[config.mk]
export PLATFORM = sky130hd
export DESIGN_NAME = writeback_unit
export DESIGN_NICKNAME = d
export VERILOG_FILES = /design/src/rtl/cpu_types_pkg.sv /design/src/rtl/wb_fifo.sv /design/src/rtl/writeback_unit.sv
export SDC_FILE = /design/constraint.sdc
export NUM_CORES = 1
export LEC_CHECK = 0
export CAP_MARGIN = 30
export CORE_MARGIN = 1
export CORE_UTILIZATION = 57
export CTS_CLUSTER_DIAMETER = 30
export DETAILED_ROUTE_END_ITERATION = 8
export PLACE_DENSITY = 0.88
export SKIP_LAST_GASP = 1
export SYNTH_ARGS = -nofsm -noshare
export SYNTH_HDL_FRONTEND = slang
export SYNTH_SLANG_ARGS = --single-unit
[constraint.sdc]
create_clock -name clk -period 5.35 [get_ports clk]
set_input_delay 1.07 -clock clk [delete_from_list [all_inputs] [get_ports clk]]
set_output_delay 1.07 -clock clk [all_outputs]
set_load 0.01 [all_outputs]
[src/rtl/cpu_types_pkg.sv]
// Shared CPU datapath types: register word, register index, load funct3 encodings.
package cpu_types_pkg;

    typedef logic [31:0] word_t;
    typedef logic [4:0]  regbits_t;

    typedef enum logic [2:0] {
        LB  = 3'b000,
        LH  = 3'b001,
        LW  = 3'b010,
        LBU = 3'b100,
        LHU = 3'b101
    } load_funct3_t;

    typedef struct packed {
        regbits_t rd;
        word_t    data;
    } wb_entry_t;

endpackage

[src/rtl/wb_fifo.sv]
// Writeback queue: DEPTH-entry FIFO, head visible combinationally, one push and one pop per cycle.
// Push when full and pop when empty are ignored; the caller gates them with full/empty.
module wb_fifo #(
    parameter int DEPTH = 4,
    parameter int WIDTH = 37
) (
    input  logic                         clk,
    input  logic                         nRST,
    input  logic                         i_push,
    input  logic [WIDTH-1:0]             i_push_dat,
    input  logic                         i_pop,
    output logic [WIDTH-1:0]             o_head_dat,
    output logic                         o_full,
    output logic                         o_empty,
    output logic [$clog2(DEPTH+1)-1:0]   o_count
);
    localparam int PW = $clog2(DEPTH);
    localparam int CW = $clog2(DEPTH+1);

    logic [WIDTH-1:0] r_mem [DEPTH];
    logic [PW-1:0]    r_wr_ptr;
    logic [PW-1:0]    r_rd_ptr;
    logic [CW-1:0]    r_count;
    logic             w_do_push;
    logic             w_do_pop;

    assign o_full     = (r_count == CW'(DEPTH));
    assign o_empty    = (r_count == '0);
    assign o_count    = r_count;
    assign o_head_dat = r_mem[r_rd_ptr];
    assign w_do_push  = i_push & ~o_full;
    assign w_do_pop   = i_pop & ~o_empty;

    // Storage is not reset; the empty flag masks stale contents.
    always_ff @(posedge clk) begin
        if (w_do_push) begin
            r_mem[r_wr_ptr] <= i_push_dat;
        end
    end

    // Power-of-two depth lets the pointers wrap by plain overflow.
    always_ff @(posedge clk or negedge nRST) begin
        if (!nRST) begin
            r_wr_ptr <= '0;
            r_rd_ptr <= '0;
            r_count  <= '0;
        end else begin
            if (w_do_push) r_wr_ptr <= r_wr_ptr + 1'b1;
            if (w_do_pop)  r_rd_ptr <= r_rd_ptr + 1'b1;
            case ({w_do_push, w_do_pop})
                2'b10:   r_count <= r_count + 1'b1;
                2'b01:   r_count <= r_count - 1'b1;
                default: r_count <= r_count;
            endcase
        end
    end

endmodule

[src/rtl/writeback_unit.sv]
// Writeback stage: formats loads, arbitrates load over ALU into a queue, writes one reg/cycle.
// Latency 1 from push to reg_write; readiness depends only on the registered queue count.
module writeback_unit
    import cpu_types_pkg::*;
#(
    parameter int DEPTH = 4
) (
    input  logic        clk,
    input  logic        nRST,
    input  logic        alu_valid,
    input  logic [4:0]  alu_rd,
    input  logic [31:0] alu_data,
    output logic        alu_ready,
    input  logic        ld_valid,
    input  logic [4:0]  ld_rd,
    input  logic [2:0]  ld_funct3,
    input  logic [1:0]  ld_addr_lo,
    input  logic [31:0] ld_rdata,
    output logic        ld_ready,
    output logic        reg_write,
    output logic [4:0]  write_index,
    output logic [31:0] write_data,
    input  logic        issue_valid,
    input  logic [4:0]  issue_rd,
    output logic [31:0] busy,
    output logic        ld_err
);
    localparam int CW = $clog2(DEPTH+1);

    logic            w_full;
    logic            w_empty;
    logic [CW-1:0]   w_count;
    wb_entry_t       w_head;
    wb_entry_t       w_push_dat;
    logic            w_push;
    logic            w_ld_fire;
    logic            w_alu_fire;
    logic            w_ld_illegal;
    logic            w_ld_drop;
    word_t           w_ld_data;
    logic [7:0]      w_byte;
    logic [15:0]     w_half;
    logic [31:0]     w_busy_nxt;
    logic [31:0]     r_busy;
    logic            r_ld_err;

    assign ld_ready   = ~w_full;
    assign alu_ready  = ~w_full & ~ld_valid;
    assign w_ld_fire  = ld_valid & ld_ready;
    assign w_alu_fire = alu_valid & alu_ready;

    assign w_byte = ld_rdata[{ld_addr_lo, 3'b000} +: 8];
    assign w_half = ld_addr_lo[1] ? ld_rdata[31:16] : ld_rdata[15:0];

    always_comb begin
        w_ld_data    = '0;
        w_ld_illegal = 1'b0;
        case (ld_funct3)
            LB:      w_ld_data = {{24{w_byte[7]}}, w_byte};
            LH: begin
                w_ld_data    = {{16{w_half[15]}}, w_half};
                w_ld_illegal = ld_addr_lo[0];
            end
            LW: begin
                w_ld_data    = ld_rdata;
                w_ld_illegal = (ld_addr_lo != 2'b00);
            end
            LBU:     w_ld_data = {24'h0, w_byte};
            LHU: begin
                w_ld_data    = {16'h0, w_half};
                w_ld_illegal = ld_addr_lo[0];
            end
            default: w_ld_illegal = 1'b1;
        endcase
    end

    // Writes to x0 complete the handshake but never occupy a queue slot.
    assign w_ld_drop       = w_ld_fire & w_ld_illegal;
    assign w_push          = (w_ld_fire & ~w_ld_illegal & (ld_rd != '0))
                           | (w_alu_fire & (alu_rd != '0));
    assign w_push_dat.rd   = w_ld_fire ? regbits_t'(ld_rd) : regbits_t'(alu_rd);
    assign w_push_dat.data = w_ld_fire ? w_ld_data : word_t'(alu_data);

    wb_fifo #(
        .DEPTH (DEPTH),
        .WIDTH ($bits(wb_entry_t))
    ) u_fifo (
        .clk        (clk),
        .nRST       (nRST),
        .i_push     (w_push),
        .i_push_dat (w_push_dat),
        .i_pop      (reg_write),
        .o_head_dat (w_head),
        .o_full     (w_full),
        .o_empty    (w_empty),
        .o_count    (w_count)
    );

    assign reg_write   = (w_count != '0);
    assign write_index = w_empty ? 5'd0  : w_head.rd;
    assign write_data  = w_empty ? 32'd0 : w_head.data;

    // Clears are applied first so a same-cycle issue to the same register wins.
    always_comb begin
        w_busy_nxt = r_busy;
        if (reg_write) w_busy_nxt[write_index] = 1'b0;
        if (w_ld_drop) w_busy_nxt[ld_rd] = 1'b0;
        if (issue_valid && issue_rd != '0) w_busy_nxt[issue_rd] = 1'b1;
        w_busy_nxt[0] = 1'b0;
    end

    always_ff @(posedge clk or negedge nRST) begin
        if (!nRST) begin
            r_busy   <= '0;
            r_ld_err <= 1'b0;
        end else begin
            r_busy   <= w_busy_nxt;
            r_ld_err <= w_ld_drop;
        end
    end

    assign busy   = r_busy;
    assign ld_err = r_ld_err;

endmodule
# Word-level counts from Yosys, hierarchy flattened
# Memories as Yosys holds them, arrays and structs flattened.
# Index checks and enable logic that the tools add are counted.
# word_totals
reg_bits	39
mem_bits_rw	148
input_bits	89
output_inout_bits	73
elab_cells	76
memories	1
# memory_table
name	depth	word_bits	read_ports	rd_ports_with_merged_regs	write_ports	line	rtl
u_fifo.r_mem	4	37	1	0	1	wb_fifo.sv:20	logic [WIDTH-1:0] r_mem [DEPTH];
# classes
addsub	4
order_cmp	6
eq_ne	7
shifts	1
n_mux	19
bitwise	19
n_reduce_logical	14
# ops
operator	n
32-bit two-way mux	5
32-bit one-hot mux with 5 select lines	1
32-bit bitwise AND	2
32-bit NOT	2
32-bit OR	1
32-bit by 6-bit variable part select with 8-bit output	1
5-bit by 6-bit < comparator with 1-bit output, second input constant	3
16-bit two-way mux	1
1-bit demux with 5-bit select	3
5-bit by 1-bit greater-or-equal comparator with 1-bit output, second input constant	3
5-bit nonzero test	3
5-bit two-way mux	2
1-bit bitwise AND	9
3-bit == test, second input constant	3
3-bit zero test	2
3-bit one-hot mux with 2 select lines	1
1-bit two-way mux	5
2-bit by 1-bit adder with 2-bit output, second input constant	2
1-bit logical AND	4
1-bit NOT	4
2-bit nonzero test	2
2-bit OR reduction	2
3-bit by 1-bit adder with 3-bit output, second input constant	1
3-bit by 1-bit == test with 1-bit output, second input constant	1
other kinds (7)	7

# Logic depth before layout (Yosys ltp)
# logic_depth
ltp_word	13
ltp_mapped	10
mapped_depth_nobuf	8

# By module
# A second synthesis with hierarchy kept.
# hier_totals
hier_cells	593
hier_area_um2	8797.2
# by_module_without_submodules
module	instances	cells_each	area_per_inst_um2	seq_area_each_um2
wb_fifo	1	230	5755.5	4619.4
writeback_unit	1	363	3041.7	800.8

# Worst setup path before layout
# Ideal clock, no wire load.
# synth_timing
kind	input -> register
from	input port ld_funct3[0]
to	memory u_fifo.r_mem[0][0] (enable)
arrival_ps	3811
required_time_ps	4914
slack_ps	1104
cell_stages	6
path_buffers	2
path_cell_list	buf_6 or4_4 nand2_1 a32oi_2 buf_4 nor2b_1
# synth_via
elab_chain_cells	10
# synth_rtl
element	line	rtl
from (decl)	writeback_unit.sv:16	input logic [2:0] ld_funct3,
3-bit == test, or another cell as far along	writeback_unit.sv:58	case (ld_funct3)
2-bit OR reduction (no source line)	n/a	
1-bit one-hot mux with 3 select lines *	writeback_unit.sv:58	
1-bit NOT *	writeback_unit.sv:79	assign w_push = (w_ld_fire & ~w_ld_illegal & (ld_rd != '0))
1-bit bitwise AND * (2 in series)	writeback_unit.sv:79	
1-bit OR *	writeback_unit.sv:80	| (w_alu_fire & (alu_rd != '0));
1-bit bitwise AND *	wb_fifo.sv:31	assign w_do_push = i_push & ~o_full;
1-bit two-way mux *	wb_fifo.sv:36	if (w_do_push) begin
1-bit two-way mux (not written as such) *	wb_fifo.sv:37	r_mem[r_wr_ptr] <= i_push_dat;
to (decl)	wb_fifo.sv:20	
# Mark *: on every way between the ends. The rest lies on a longest branch, timed or not.

# Final worst setup path
# layout_timing
from	register u_fifo.r_rd_ptr[0]
to	output port write_index[4]
# layout_via
elab_chain_cells	2
# layout_rtl
element	line	rtl
from (decl)	wb_fifo.sv:22	logic [PW-1:0] r_rd_ptr;
from (signal assigned)	wb_fifo.sv:49	if (w_do_pop) r_rd_ptr <= r_rd_ptr + 1'b1;
memory read 4 x 37 bit	n/a	
5-bit two-way mux	writeback_unit.sv:100	assign write_index = w_empty ? 5'd0 : w_head.rd;
to (decl)	writeback_unit.sv:21	output logic [4:0] write_index,
# No other way between the ends.

==> flow_summary.yaml <==
status:
  run_status: "completed"
sta:
  clock_skew_ns: 0.0108
  fin_tns_setup_ns: 0
  rsz0062_at_grt: "no"
  timing.final.setup_violations: 0
  final_max_tran_viols: 0
  slew_headroom_pct: 37.1
  report.final.hold_viol_count: 0
  achievable-frequency_mhz: 238
  fin_hold_ws_ns: 0.507
  fin_crit_sh_pct: 78.6
  finalWorstPathRequiredPeriod_ns: 4.21
  tightestPinTransition_ns: 0.936
route:
  wl_met2_mm: 11.6
  remaining_drc_errors: 0
  wl_met3_mm: 2.11
  detail-route-antenna-nets: 0
  dr.max_layer_used: "met4"
  route.final.wire_length_mm: 23.9
  vias: 6440
  post_drt_via_cell_ratio: 6.33
  dr.pass1.iters: 5
  first_iter_violations: 771
  route.detailed.wl_per_inst_um: 23.5
  wl_met1_mm: 9.37
clocking:
  cts_setup_buffers: 0
  clock_insertion_delay_worst_skew_ns: 0.44
  tritoncts: "built"
  clkTransAtPathRegs_ns: 0.07
  htree_num_levels: 4
  cts_hold_buffers: 0
  clock_sinks: 187
  cts_made_buffers: 17
  cts.path.max_buffers: 2
  cells_resized_by_post_cts_repair: 0
  cts_root_buf: "sky130_fd_sc_hd__clkbuf_16"
die:
  initial_core_utilization_pct: 58.0
  design.core.area_um2: 15100
  num_rows: 45
  die_width_um: 126
  design.portCount: 162
  dieArea_um2: 15900
  dieHeight_um: 126
synthesis:
  synth_top_area_share_pct: 50.6
  ys_ff_latch: 187
  synthesis.instances: 665
  synth_fp_nets: 759
  synth_warn: 0
  synth.largest_area_cell: "sky130_fd_sc_hd__edfxtp_1"
  yosys.cell_types.count: 52
  synth_seq_area_share_pct: 61.7
  synth_area_leaders: "sky130_fd_sc_hd__edfxtp_1 51%, sky130_fd_sc_hd__dfrtp_1 11%, sky130_fd_sc_hd__mux4_2 9.5%"
  post_synth_instance_area_um2: 8790
  postSynthAreaPerCell_um2: 13.2
power:
  clock_power_share_pct: 21.3
  power_density_nw_per_um2: 546
  power.internal_uw: 3990
  net-switching-power_uw: 2100
  sequentialPowerShare_pct: 36.5
  share_comb_of_total_power_pct: 42.2
  power.ir.vdd_worst_mv: 0.338
  leakage_uw: 0.00402
  netSwitchingFraction_pct: 34.5
cells_and_area:
  synth_to_final_area_change_pct: 27.0
  antenna_cells_inserted: 0
  layout.filler_cells: 972
  final_net_count: 910
  post_route_cells_drive_above_1_share_pct: 14.5
hold_path:
  min-delay-path-class: "register to register"
grt:
  groute.usage.overall_pct: 31.1
  first_global_vias: 6323
  first_pass_grt_wire_length_mm: 36.0
  overflow: 0
  number_of_antenna_violations_at_the_first_check_in_global_routing: 0
  grt_max_degree: 40
critical_path:
  timing_worst_setup_path_type: "register to output port"
  required_ns: 4.28
  crit_path_start_kind: "register"
  critical_path_peak_fanout: 26
  worst_ep_arrival_time_ns: 3.14
  crit_path_end_kind: "output port"
placed_design:
  place.gp.congestion: 0.987
  port-buffer-count: 160
  dp.final_hpwl_mm: 16.7
run:
  maxCapViolCount: 0
## worst paths after layout
kind | from | cells past startpoint | end | slack (ns)
worst max register to register | u_fifo.r_rd_ptr[0]$_DFFE_PN0N_ | 6 | busy[11]$_DFF_PN0_ | 2.26
min in group asynchronous | nRST | 1 | busy[25]$_DFF_PN0_ | 0.77
worst min-delay path | busy[31]$_DFF_PN0_ | 1 | busy[31]$_DFF_PN0_ | 0.51
worst min register to register | busy[31]$_DFF_PN0_ | 1 | busy[31]$_DFF_PN0_ | 0.51
worst max-delay path | u_fifo.r_rd_ptr[0]$_DFFE_PN0N_ | 4 | write_index[4] | 1.14
max in group asynchronous | nRST | 1 | u_fifo.r_rd_ptr[0]$_DFFE_PN0N_ | 3.93
## synthesized netlist by cell type, drive strengths merged
| master | number |
|---|---|
| o22ai | 5 |
| nor2 | 35 |
| ha | 4 |
| or4 | 1 |
| nand2 | 95 |
| a211oi | 2 |
| nor3b | 5 |
| inv | 22 |
| clkbuf | 26 |
| dfrtp | 39 |
| or3b | 3 |
| a31o | 19 |
| xnor2 | 5 |
| a21o | 1 |
| fa | 1 |
| a21oi | 3 |
| a22oi | 6 |
| or3 | 2 |
| a221oi | 8 |
| buf | 14 |
| and3 | 3 |
| or2 | 3 |
| mux4 | 37 |
| nand3 | 42 |
| nand2b | 6 |
| mux2i | 11 |
| and4 | 2 |
| o32ai | 2 |
| o21ai | 34 |
| a221o | 13 |
| a21bo | 1 |
| conb | 1 |
| nand3b | 6 |
| a2bb2oi | 1 |
| mux2 | 2 |
| o21bai | 1 |
| a32oi | 1 |
| nor3 | 10 |
| nor2b | 6 |
| edfxtp | 148 |
| and3b | 2 |
| and2 | 37 |
## sequential cells by signal (all words and copies together) (netlist names)
register and flops:
busy 31, u_fifo.r_rd_ptr 2, u_fifo.o_count 3, u_fifo.r_mem 148
u_fifo.r_wr_ptr 2, ld_err 1
## kinds of logic after synthesis
| group | count (synthesis) | synth area share, % |
|---|---|---|
| xor gates and xnor gates | 5 | 0.498 |
| AOI/OAI and AO/OA | 97 | 8.17 |
| other | 1 | 0.0427 |
| adders and majority gates | 5 | 0.797 |
| and+or+nand+nor | 258 | 14.5 |
| DFF | 187 | 61.7 |
| muxes | 50 | 11.0 |
| buffers and inverters | 62 | 3.27 |
## critical path, stage by stage, from the launching register on
cell and delay, ns:
sky130_fd_sc_hd__dfrtp_2 0.94, sky130_fd_sc_hd__buf_4 0.44, sky130_fd_sc_hd__mux4_2 0.62, sky130_fd_sc_hd__and2_1 0.20, sky130_fd_sc_hd__clkdlybuf4s50_1 0.47
## routing by layer
metal | track usage, % | up-vias
met5 | 0 | -
met3 | 5.56 | 63
met2 | 51.2 | 471
met4 | 14.4 | 0
met1 | 40.7 | 3114
li1 | - | 2792
## power groups by stage
stage,Clock (uW),Combinational [uW],Sequential [uW]
floorplan,0,1380,2190
global placement,0,2480,2220
detailed placement,0,2530,2260
CTS,1300,2560,2230
global route,1360,2730,2270
finish,1300,2570,2230
## cell usage in the layout, fill, tap and decap left out, types with 4 or more instances in the layout
cell type,count
sky130_fd_sc_hd__a221oi_1,8
sky130_fd_sc_hd__clkbuf_16,17
sky130_fd_sc_hd__clkinv_8,4
sky130_fd_sc_hd__nor2b_4,4
sky130_fd_sc_hd__nand3b_1,6
sky130_fd_sc_hd__o22ai_1,5
sky130_fd_sc_hd__edfxtp_1,148
sky130_fd_sc_hd__nand2_1,95
sky130_fd_sc_hd__nand2b_1,6
sky130_fd_sc_hd__buf_4,11
sky130_fd_sc_hd__a221o_1,13
sky130_fd_sc_hd__a31o_2,16
sky130_fd_sc_hd__mux4_2,37
sky130_fd_sc_hd__and2_1,35
sky130_fd_sc_hd__o21ai_1,4
sky130_fd_sc_hd__o21ai_0,30
sky130_fd_sc_hd__xnor2_1,5
sky130_fd_sc_hd__nor3b_1,4
sky130_fd_sc_hd__nor3_1,8
sky130_fd_sc_hd__nor2_1,35
sky130_fd_sc_hd__nand3_1,42
sky130_fd_sc_hd__dfrtp_1,38
sky130_fd_sc_hd__inv_8,6
sky130_fd_sc_hd__inv_1,22
sky130_fd_sc_hd__mux2i_1,11
sky130_fd_sc_hd__a22oi_1,6
sky130_fd_sc_hd__clkdlybuf4s50_1,159
sky130_fd_sc_hd__ha_1,4
## final cells by class
class	count	area [um2]	area share [%]
Clock inverter	15	194	1.74
Sequential cell	187	5420	48.6
Tap cell	188	235	2.11
Clock buffer	17	425	3.81
Timing Repair Buffer	172	1680	15.1
Multi-Input combinational cell	416	3110	27.9
Inverter	22	82.6	0.740
## through the flow
step,setup slack (ns),instance area (um2),total power [uW],utilization (%),instances
detailed placement,1.39,10500,4790,69.6,985
finish,1.14,11200,6100,73.7,1017
global placement,1.42,10500,4700,69.5,984
floorplan,1.10,8790,3570,-,665
global route,0.930,11200,6350,73.7,1017
CTS,1.08,11200,6100,73.7,1017
(Power assumes the default switching activity.)
